`src/rtl/matvec_engine.sv`:
```
// Multi-lane matrix-vector multiply engine: LANES parallel MACs against an owned vector SRAM,
// matrix rows streamed in LANES-wide beats, one dot product per row on a valid/ready output.
module matvec_engine #(
    parameter int DATA_WIDTH = 8,
    parameter int LANES      = 4,
    parameter int ACC_WIDTH  = 32,
    parameter int VEC_DEPTH  = 16,
    parameter int ADDR_WIDTH = 4
) (
    input  logic                        clk,
    input  logic                        rst,
    input  logic                        cfg_valid,
    output logic                        cfg_ready,
    input  logic [ADDR_WIDTH:0]         cfg_hdim,
    input  logic [7:0]                  cfg_vdim,
    input  logic                        cfg_signed,
    input  logic                        vec_we,
    input  logic [ADDR_WIDTH-1:0]       vec_addr,
    input  logic [LANES*DATA_WIDTH-1:0] vec_din,
    input  logic [LANES*DATA_WIDTH-1:0] in_data,
    input  logic                        in_valid,
    output logic                        in_ready,
    output logic [ACC_WIDTH-1:0]        out_data,
    output logic                        out_valid,
    input  logic                        out_ready,
    output logic                        busy,
    output logic                        err
);
    localparam int VW = LANES * DATA_WIDTH;
    localparam int HW = ADDR_WIDTH + 1;

    typedef enum logic [1:0] {
        ST_IDLE,
        ST_PREFETCH,
        ST_RUN
    } state_t;

    state_t                  state_q, state_d;
    logic [HW-1:0]           hdim_q, hdim_d;
    logic [7:0]              vdim_q, vdim_d;
    logic [7:0]              row_q, row_d;
    logic                    signed_q, signed_d;
    logic [ADDR_WIDTH-1:0]   col_q, col_d;
    logic [ACC_WIDTH-1:0]    acc_q, acc_d;
    logic [ACC_WIDTH-1:0]    out_data_q, out_data_d;
    logic                    out_valid_q, out_valid_d;
    logic                    err_q, err_d;
    logic [VW-1:0]           rd_data_q, rd_data_d;

    logic [VW-1:0]           mem [VEC_DEPTH];

    logic                    last_col;
    logic                    accept;
    logic                    pop;
    logic                    cfg_illegal;
    logic                    vec_wr;
    logic [ADDR_WIDTH-1:0]   next_col;
    logic [ADDR_WIDTH-1:0]   rd_addr;
    logic [ACC_WIDTH-1:0]    beat_sum;
    logic [ACC_WIDTH-1:0]    row_sum;

    logic signed [DATA_WIDTH:0]     op_a [LANES];
    logic signed [DATA_WIDTH:0]     op_b [LANES];
    logic signed [2*DATA_WIDTH+1:0] prod [LANES];

    assign cfg_ready   = (state_q == ST_IDLE);
    assign busy        = (state_q != ST_IDLE) || out_valid_q;
    assign err         = err_q;
    assign out_data    = out_data_q;
    assign out_valid   = out_valid_q;

    assign last_col    = ({1'b0, col_q} == (hdim_q - HW'(1)));
    assign in_ready    = (state_q == ST_RUN) && !(last_col && out_valid_q && !out_ready);
    assign accept      = in_valid && in_ready;
    assign pop         = out_valid_q && out_ready;
    assign vec_wr      = vec_we && !busy;
    assign cfg_illegal = (cfg_hdim == '0) || (cfg_hdim > HW'(VEC_DEPTH)) || (cfg_vdim == 8'd0);

    // Reading the upcoming column on accept keeps one beat per cycle, including across rows.
    assign next_col  = last_col ? '0 : col_q + ADDR_WIDTH'(1);
    assign rd_addr   = (state_q == ST_RUN) ? (accept ? next_col : col_q) : '0;
    assign rd_data_d = mem[rd_addr];

    // Operands widened by one bit so one signed multiplier covers both signed and unsigned jobs.
    always_comb begin
        beat_sum = '0;
        for (int i = 0; i < LANES; i++) begin
            op_a[i]  = {signed_q & in_data[i*DATA_WIDTH + DATA_WIDTH - 1],
                        in_data[i*DATA_WIDTH +: DATA_WIDTH]};
            op_b[i]  = {signed_q & rd_data_q[i*DATA_WIDTH + DATA_WIDTH - 1],
                        rd_data_q[i*DATA_WIDTH +: DATA_WIDTH]};
            prod[i]  = op_a[i] * op_b[i];
            beat_sum = beat_sum + ACC_WIDTH'(prod[i]);
        end
    end

    assign row_sum = ((col_q == '0) ? '0 : acc_q) + beat_sum;

    always_comb begin
        state_d     = state_q;
        hdim_d      = hdim_q;
        vdim_d      = vdim_q;
        signed_d    = signed_q;
        col_d       = col_q;
        row_d       = row_q;
        acc_d       = acc_q;
        out_data_d  = out_data_q;
        out_valid_d = out_valid_q && !pop;
        err_d       = err_q;

        case (state_q)
            ST_IDLE: begin
                if (cfg_valid) begin
                    if (cfg_illegal) begin
                        err_d = 1'b1;
                    end else begin
                        err_d    = 1'b0;
                        hdim_d   = cfg_hdim;
                        vdim_d   = cfg_vdim;
                        signed_d = cfg_signed;
                        col_d    = '0;
                        row_d    = '0;
                        acc_d    = '0;
                        state_d  = ST_PREFETCH;
                    end
                end
            end
            ST_PREFETCH: begin
                state_d = ST_RUN;
            end
            ST_RUN: begin
                if (accept) begin
                    if (last_col) begin
                        out_data_d  = row_sum;
                        out_valid_d = 1'b1;
                        acc_d       = '0;
                        col_d       = '0;
                        row_d       = row_q + 8'd1;
                        if (row_q == (vdim_q - 8'd1)) begin
                            state_d = ST_IDLE;
                        end
                    end else begin
                        acc_d = row_sum;
                        col_d = col_q + ADDR_WIDTH'(1);
                    end
                end
            end
            default: begin
                state_d = ST_IDLE;
            end
        endcase

        if (vec_we && busy) begin
            err_d = 1'b1;
        end
    end

    always_ff @(posedge clk or posedge rst) begin
        if (rst) begin
            state_q     <= ST_IDLE;
            hdim_q      <= '0;
            vdim_q      <= '0;
            signed_q    <= 1'b0;
            col_q       <= '0;
            row_q       <= '0;
            acc_q       <= '0;
            out_data_q  <= '0;
            out_valid_q <= 1'b0;
            err_q       <= 1'b0;
            rd_data_q   <= '0;
        end else begin
            state_q     <= state_d;
            hdim_q      <= hdim_d;
            vdim_q      <= vdim_d;
            signed_q    <= signed_d;
            col_q       <= col_d;
            row_q       <= row_d;
            acc_q       <= acc_d;
            out_data_q  <= out_data_d;
            out_valid_q <= out_valid_d;
            err_q       <= err_d;
            rd_data_q   <= rd_data_d;
        end
    end

    // Vector storage is deliberately not reset.
    always_ff @(posedge clk) begin
        if (vec_wr) begin
            mem[vec_addr] <= vec_din;
        end
    end

endmodule

```
`config.mk`:
```
export PLATFORM = sky130hd
export DESIGN_NAME = matvec_engine
export DESIGN_NICKNAME = d
export VERILOG_FILES = /design/src/rtl/matvec_engine.sv
export SDC_FILE = /design/constraint.sdc
export NUM_CORES = 2
export LEC_CHECK = 0
export BUFFER_PORTS_ARGS = -buffer_cell sky130_fd_sc_hd__buf_2
export CAP_MARGIN = 10
export CORE_ASPECT_RATIO = 0.5
export CORE_MARGIN = 4
export CORE_UTILIZATION = 43
export DETAILED_ROUTE_END_ITERATION = 12
export PLACE_DENSITY = 0.66
export REMOVE_ABC_BUFFERS = 1
export SLEW_MARGIN = 10
export SYNTH_ARGS = -nofsm -noshare
export SYNTH_HDL_FRONTEND = slang
export SYNTH_SLANG_ARGS = --single-unit
```
`constraint.sdc`:
```
create_clock -name clk -period 8.9 [get_ports clk]
set_clock_uncertainty 0.05 [all_clocks]
set_input_delay 0.89 -clock clk [delete_from_list [all_inputs] [get_ports clk]]
set_output_delay 0.89 -clock clk [all_outputs]
set_load 0.02 [all_outputs]
```
# Word-level counts from Yosys, hierarchy flattened
# Memory sizes are Yosys's and may differ from the RTL's. A register that Yosys moved wholly into a read port is not among the register bits.
# Index checks and enable logic that the tools add are counted.
[op_classes] order_cmp=1 addsub=8 n_eq_ne=9 bitwise_logic=9 multipliers=4 muxes=32 reduce_logical=30
[ops] cell="$mux 32" count=5
[ops] cell="$mul 9x9->18" count=4
[ops] cell="$pmux 32 s2" count=1
[ops] cell="$add 32x32->32" count=1
[ops] cell="$mux 8" count=4
[ops] cell="$add 20x18->21" count=1
[ops] cell="$add 19x18->20" count=1
[ops] cell="$mux 4" count=5
[ops] cell="$add 18x18->19" count=1
[ops] cell="$pmux 8 s2" count=1
[ops] cell="$mux 2" count=5
[ops] cell="$reduce_and 5->1" count=2
[ops] cell="$mux 1" count=9
[ops] cell="$reduce_and 3->1" count=3
[ops] cell="$add 8x1->8 const B" count=1
[ops] cell="$and 1x1->1" count=8
[ops] cell="$eq 8x8->1" count=1
[ops] cell="$logic_and 1x1->1" count=8
[ops] cell="$logic_not 8->1" count=1
[ops] cell="$ne 2x2->1 const B" count=4
[ops] cell="$pmux 4 s2" count=1
[ops] cell="$reduce_bool 2->1" count=4
[ops] cell="$sub 8x1->8 const B" count=1
[ops] cell="$pmux 2 s3" count=1
[ops] cell="other kinds (15)" count=20
[totals] ramBits=512 output_inout_bits=37 memories=1 register_bits=94 elab_cells=104 inputBits=88
[mem_list] memory="mem" words=16 word_bits=32 read_ports=1 rd_clocked_by_memory_dff=1 wr=1 line="50" rtl="logic [VW-1:0] mem [VEC_DEPTH];"

# Depth between registers and ports, before layout
[depth] ltp_word=9 ltp_mapped=44 ltp_nobuf=42

# Worst setup path after synthesis
# Ideal clock, no wire load.
[synth_timing] kind="input to register" start="input in_data[15]" end="register acc_q[29]" n_path_buf=2 path_stages=40 t_arrival_ns=9.500 setup_ns=0.127 required_ns=8.723 setup_slack_ns=-0.777 path_cell_list="clkbuf_1 -> and2_1 -> clkbuf_1 -> nand2_1 -> fa_1 -> inv_1 -> fa_1 -> fa_1 -> fa_1 -> fa_1 -> inv_1 -> fa_1 -> fa_1 -> inv_1 -> fa_1 -> ha_1 -> o21ai_0 -> a21boi_0 -> (+4 left out) -> a21oi_1 -> nor2b_1 -> o311ai_0 -> nand2b_1 -> a21oi_1 -> xnor2_1 -> ha_1 -> a211oi_1 -> nand2_1 -> o21ai_0 -> nor2_1 -> o21ai_1 -> o21ai_0 -> a41oi_2 -> o31ai_1 -> a221oi_2 -> xnor2_1 -> o21ai_1"
[synth_between] elab_chain_cells=9
[synth_lines] element="start: declaration" line="20" rtl="input logic [LANES*DATA_WIDTH-1:0] in_data,"
[synth_lines] element="$and 1x1->1" line="88" rtl="op_a[i] = {signed_q & in_data[i*DATA_WIDTH + DATA_WIDTH - 1],"
[synth_lines] element="$mul 9x9->18 (*)" line="92" rtl="prod[i] = op_a[i] * op_b[i];"
[synth_lines] element="$add 18x18->19 (*)" line="93" rtl="beat_sum = beat_sum + ACC_WIDTH'(prod[i]);"
[synth_lines] element="$add 19x18->20 (*)" line="93"
[synth_lines] element="$add 20x18->21 (*)" line="93"
[synth_lines] element="$add 32x32->32 (*)" line="97" rtl="assign row_sum = ((col_q == '0) ? '0 : acc_q) + beat_sum;"
[synth_lines] element="$mux 32 (*)" line="133" rtl="if (last_col) begin"
[synth_lines] element="$mux 32 (*)" line="132" rtl="if (accept) begin"
[synth_lines] element="$pmux 32 s2 (*)" line="111" rtl="case (state_q)"
[synth_lines] element="end signal: assignment" line="166" rtl="acc_q <= '0;"
[synth_lines] element="end signal: assignment" line="178" rtl="acc_q <= acc_d;"
[synth_lines] element="end: declaration" line="44" rtl="logic [ACC_WIDTH-1:0] acc_q, acc_d;"
# Every way passes the cells marked *; elsewhere a longest branch is shown, timed or not. The select of a mux whose other input is x is not followed.
# A chain may end at the register's enable or synchronous reset.

# Worst setup path after layout
[layout_timing] start="register signed_q" end="register out_data_q[29] (netlist: out_data[29])"
[layout_between] elab_chain_cells=6 elab_cells_between_ends=16 cone_classes="4 x add/sub; 4 x mul; 8 x bitwise"
[layout_lines] element="start: declaration" line="42" rtl="logic signed_q, signed_d;"
[layout_lines] element="start signal: assignment" line="175" rtl="signed_q <= signed_d;"
[layout_lines] element="$and 1x1->1, on equally long branches" line="88, 90"
[layout_lines] element="$mul 9x9->18" line="92"
[layout_lines] element="$add 18x18->19" line="93"
[layout_lines] element="$add 19x18->20" line="93"
[layout_lines] element="$add 20x18->21 (*)" line="93"
[layout_lines] element="$add 32x32->32 (*)" line="97"
[layout_lines] element="end signal: assignment" line="179" rtl="out_data_q <= out_data_d;"
[layout_lines] element="end: declaration" line="45" rtl="logic [ACC_WIDTH-1:0] out_data_q, out_data_d;"
# Every way passes the cells marked *; elsewhere a longest branch is shown, timed or not.

==> metrics.txt <==
Reg-to-Reg End out_data[29]; fill count about 7500; post-synthesis mux area share 0.00453; initial antenna violation count 16; Clock Sinks between 600 and 700; Num CTS Buffers between 50 and 60; unrepaired setup endpoints after global routing yes; status complete, but fails checks; top_reg_cell synth edfxtp_1; Root Driver clkbuf_16; xor/xnor share of the synthesized area 0.0223; Placer Congestion between 0.8 and 0.9; Final WS setup -0.333 ns; io pins about 130; Hold Fails Final Rpt 0; chip width ~440 um; Initial Util 0.439; Total Routing Usage GR 0.198; Max Root-Sink Buffers 3; Row Count 77; worst reg-to-reg path cell count 41; Synth cell types between 70 and 80; Layout Cells excl Fill 4935; Initial DRC Count 1984; vias in the first global route ~27000; Post-Synth Adder-Cell Area 0.250; Worst setup SP type flop; WP depth approximately 40; Overflow after GRT 0; worst r2r src signed_q; Total Die Area between 90000 and 100000 um^2; crit-path max cell delay approximately 0.58 ns; CTS tree done; clk slew on worst S/H paths roughly 0.06 ns; via count roughly 26000; Final setup violation count 19; Worst-Skew Late Latency around 0.67 ns; compound-cell area share of the yosys netlist 0.0730; WP buf/inv 7; worst slew pin tran roughly 1.1 ns; Die Y between 200 and 250 um; Placed Cells roughly 4800; CP delay by family, top adder cells; synth warn 0; failing checks negative setup slack; Avg Vias per Cell between 5 and 6; largest net degree at the start of global routing about 130; fmax approximately 110 MHz; hold buffers post-CTS 0; Critical Path Sink Type flop; most common cell after layout, fill and taps aside edfxtp_1; #FFs+latches synth ~640; largest family of logic cells by synthesized area adder cells; Max-slew headroom 0.287; simple-gate share of the synthesized area 0.116; hold crit path type in2async; Crit Path Max Fanout 5; fin crit share 1.04; port buffer count 124; global-route wire length before repair 151000 um; drt wl/cell slightly below 20 um; Slew Viols, Final 0; Data arrival, critical path ~9.6 ns; R2R Setup Slk -0.33 ns; Seq/Total Area, Yosys 0.473; nets@finish between 4000 and 5000; area occupied by multi-input gates 19100 um^2; antenna-violating nets left 0; HPWL Detailed 64700 um; Post-Syn Area per Cell about 12 um^2; Layout area overhead 17.8%; cell mode on critical path fa_1; Worst Setup EP out_data[29]; Residual DRC 0; Critical path origin signed_q; Tmin final 9.23 ns; Max H-tree Level 2; Async SR Flop Fraction 0.197; Max-Cap Viols 0; Mapped Cells approximately 3300; routed wire length between 90000 and 100000 um; core area 89300 um^2; slowest CP cell fa_1; Mapped Area 39200 um^2; layout cells sized above 1 0.203; CP required about 9.3 ns; total area of sequential cells ~19000 um^2; DR pass1 iterations 6; Post-synth EDFFs around 510; most frequent cells in the layout edfxtp_1, inv_1, fa_1; Crit Path Class reg2reg
-- logic make-up after synthesis --
family / after synthesis
simple gates: 1012
buf+inv: 632
compound gates: 382
mux: 16
fa+ha+maj: 542
xor+xnor: 91
flops: 638
-- how the worst min path moves through the flow --
stage / startpoint / to / slack [ns] / cells after the start
floorplan: acc_q[0] / acc_q[0] / 0.38 / 2
global placement: acc_q[7] / acc_q[7] / 0.40 / 2
detailed placement: acc_q[7] / acc_q[7] / 0.41 / 2
CTS: rst / out_data[13] / 0.28 / 2
global route: rst / out_data[14] / 0.31 / 2
finish: rst / out_data[14] / 0.29 / 2
-- per-stage QoR --
stage / worst slack [ns] / TNS [ns] / util / hold slack [ns] / area, um^2
final: -0.333 / -3.29 / 0.517 / 0.286 / 46200
after CTS: -0.389 / -4.10 / 0.513 / 0.279 / 45800
after global routing: -0.771 / -11.93 / 0.517 / 0.312 / 46200
after floorplan: -0.791 / -11.03 / - / 0.380 / 38600
after global placement: -1.13 / -22.89 / 0.484 / 0.400 / 43200
after detailed placement: -1.32 / -27.46 / 0.484 / 0.407 / 43200
-- cell type report --
cell class | count | area share
antenna | 8 | 0.000434
clock buffer | 83 | 0.0348
clock inverter | 26 | 0.00691
inverter | 485 | 0.0395
multi-input combinational | 2043 | 0.414
sequential | 638 | 0.402
tap | 1185 | 0.0321
timing repair buffer | 467 | 0.0711
-- repair_timing --
item                       in CTS  in global routing
buffers inserted               27                 13
cloned                          1                  0
pin swaps                      88                 77
gates resized for setup       109                 73
setup endpoints to repair      26                 26
-- layer usage --
metal	GRT usage	wire, um	vias to the layer above
li1	-	-	11822
met5	0	48	-
met3	0.0269	5490	124
met4	0.0418	1650	8
met1	0.267	40000	13069
met2	0.342	48300	678
-- state kept, by name, indices dropped and copies added, names as in the netlist, 2 cells and up --
signal and cells:
state_q 2, col_q 4, vdim_q 8, rd_data_q 32
hdim_q 5, out_data 32, row_q 8, acc_q 32
mem 512
-- synthesized netlist by cell type (4+ instances only) --
cell type / instances / area [um^2]
a21o_1: 13 / 97.6
a21oi_1: 51 / 255
a22o_1: 11 / 96.3
a22oi_1: 4 / 30.0
a31oi_1: 9 / 56.3
and2_1: 148 / 926
and3_1: 8 / 50.1
buf_1: 9 / 33.8
buf_2: 15 / 75.1
clkbuf_1: 122 / 458
dfrtp_1: 126 / 3150
edfxtp_1: 512 / 15400
fa_1: 402 / 8050
ha_1: 139 / 1740
inv_1: 484 / 1820
mux2_2: 13 / 146
nand2_1: 304 / 1140
nand2b_1: 18 / 113
nand3_1: 51 / 255
nand4_1: 9 / 56.3
nor2_1: 329 / 1230
nor2b_1: 4 / 25.0
nor3_1: 113 / 566
nor4_1: 5 / 31.3
o21a_1: 4 / 30.0
o21ai_0: 52 / 260
o21ai_1: 20 / 100
o21bai_1: 6 / 45.0
o221ai_1: 96 / 841
o22ai_1: 33 / 206
o31ai_1: 16 / 120
o41a_1: 32 / 360
or2_2: 10 / 62.6
xnor2_1: 55 / 482
xor2_1: 29 / 254
Power is left out: the tool's default activity adds up to more than one toggle a clock period on the data nets, which glitch-free logic cannot reach.
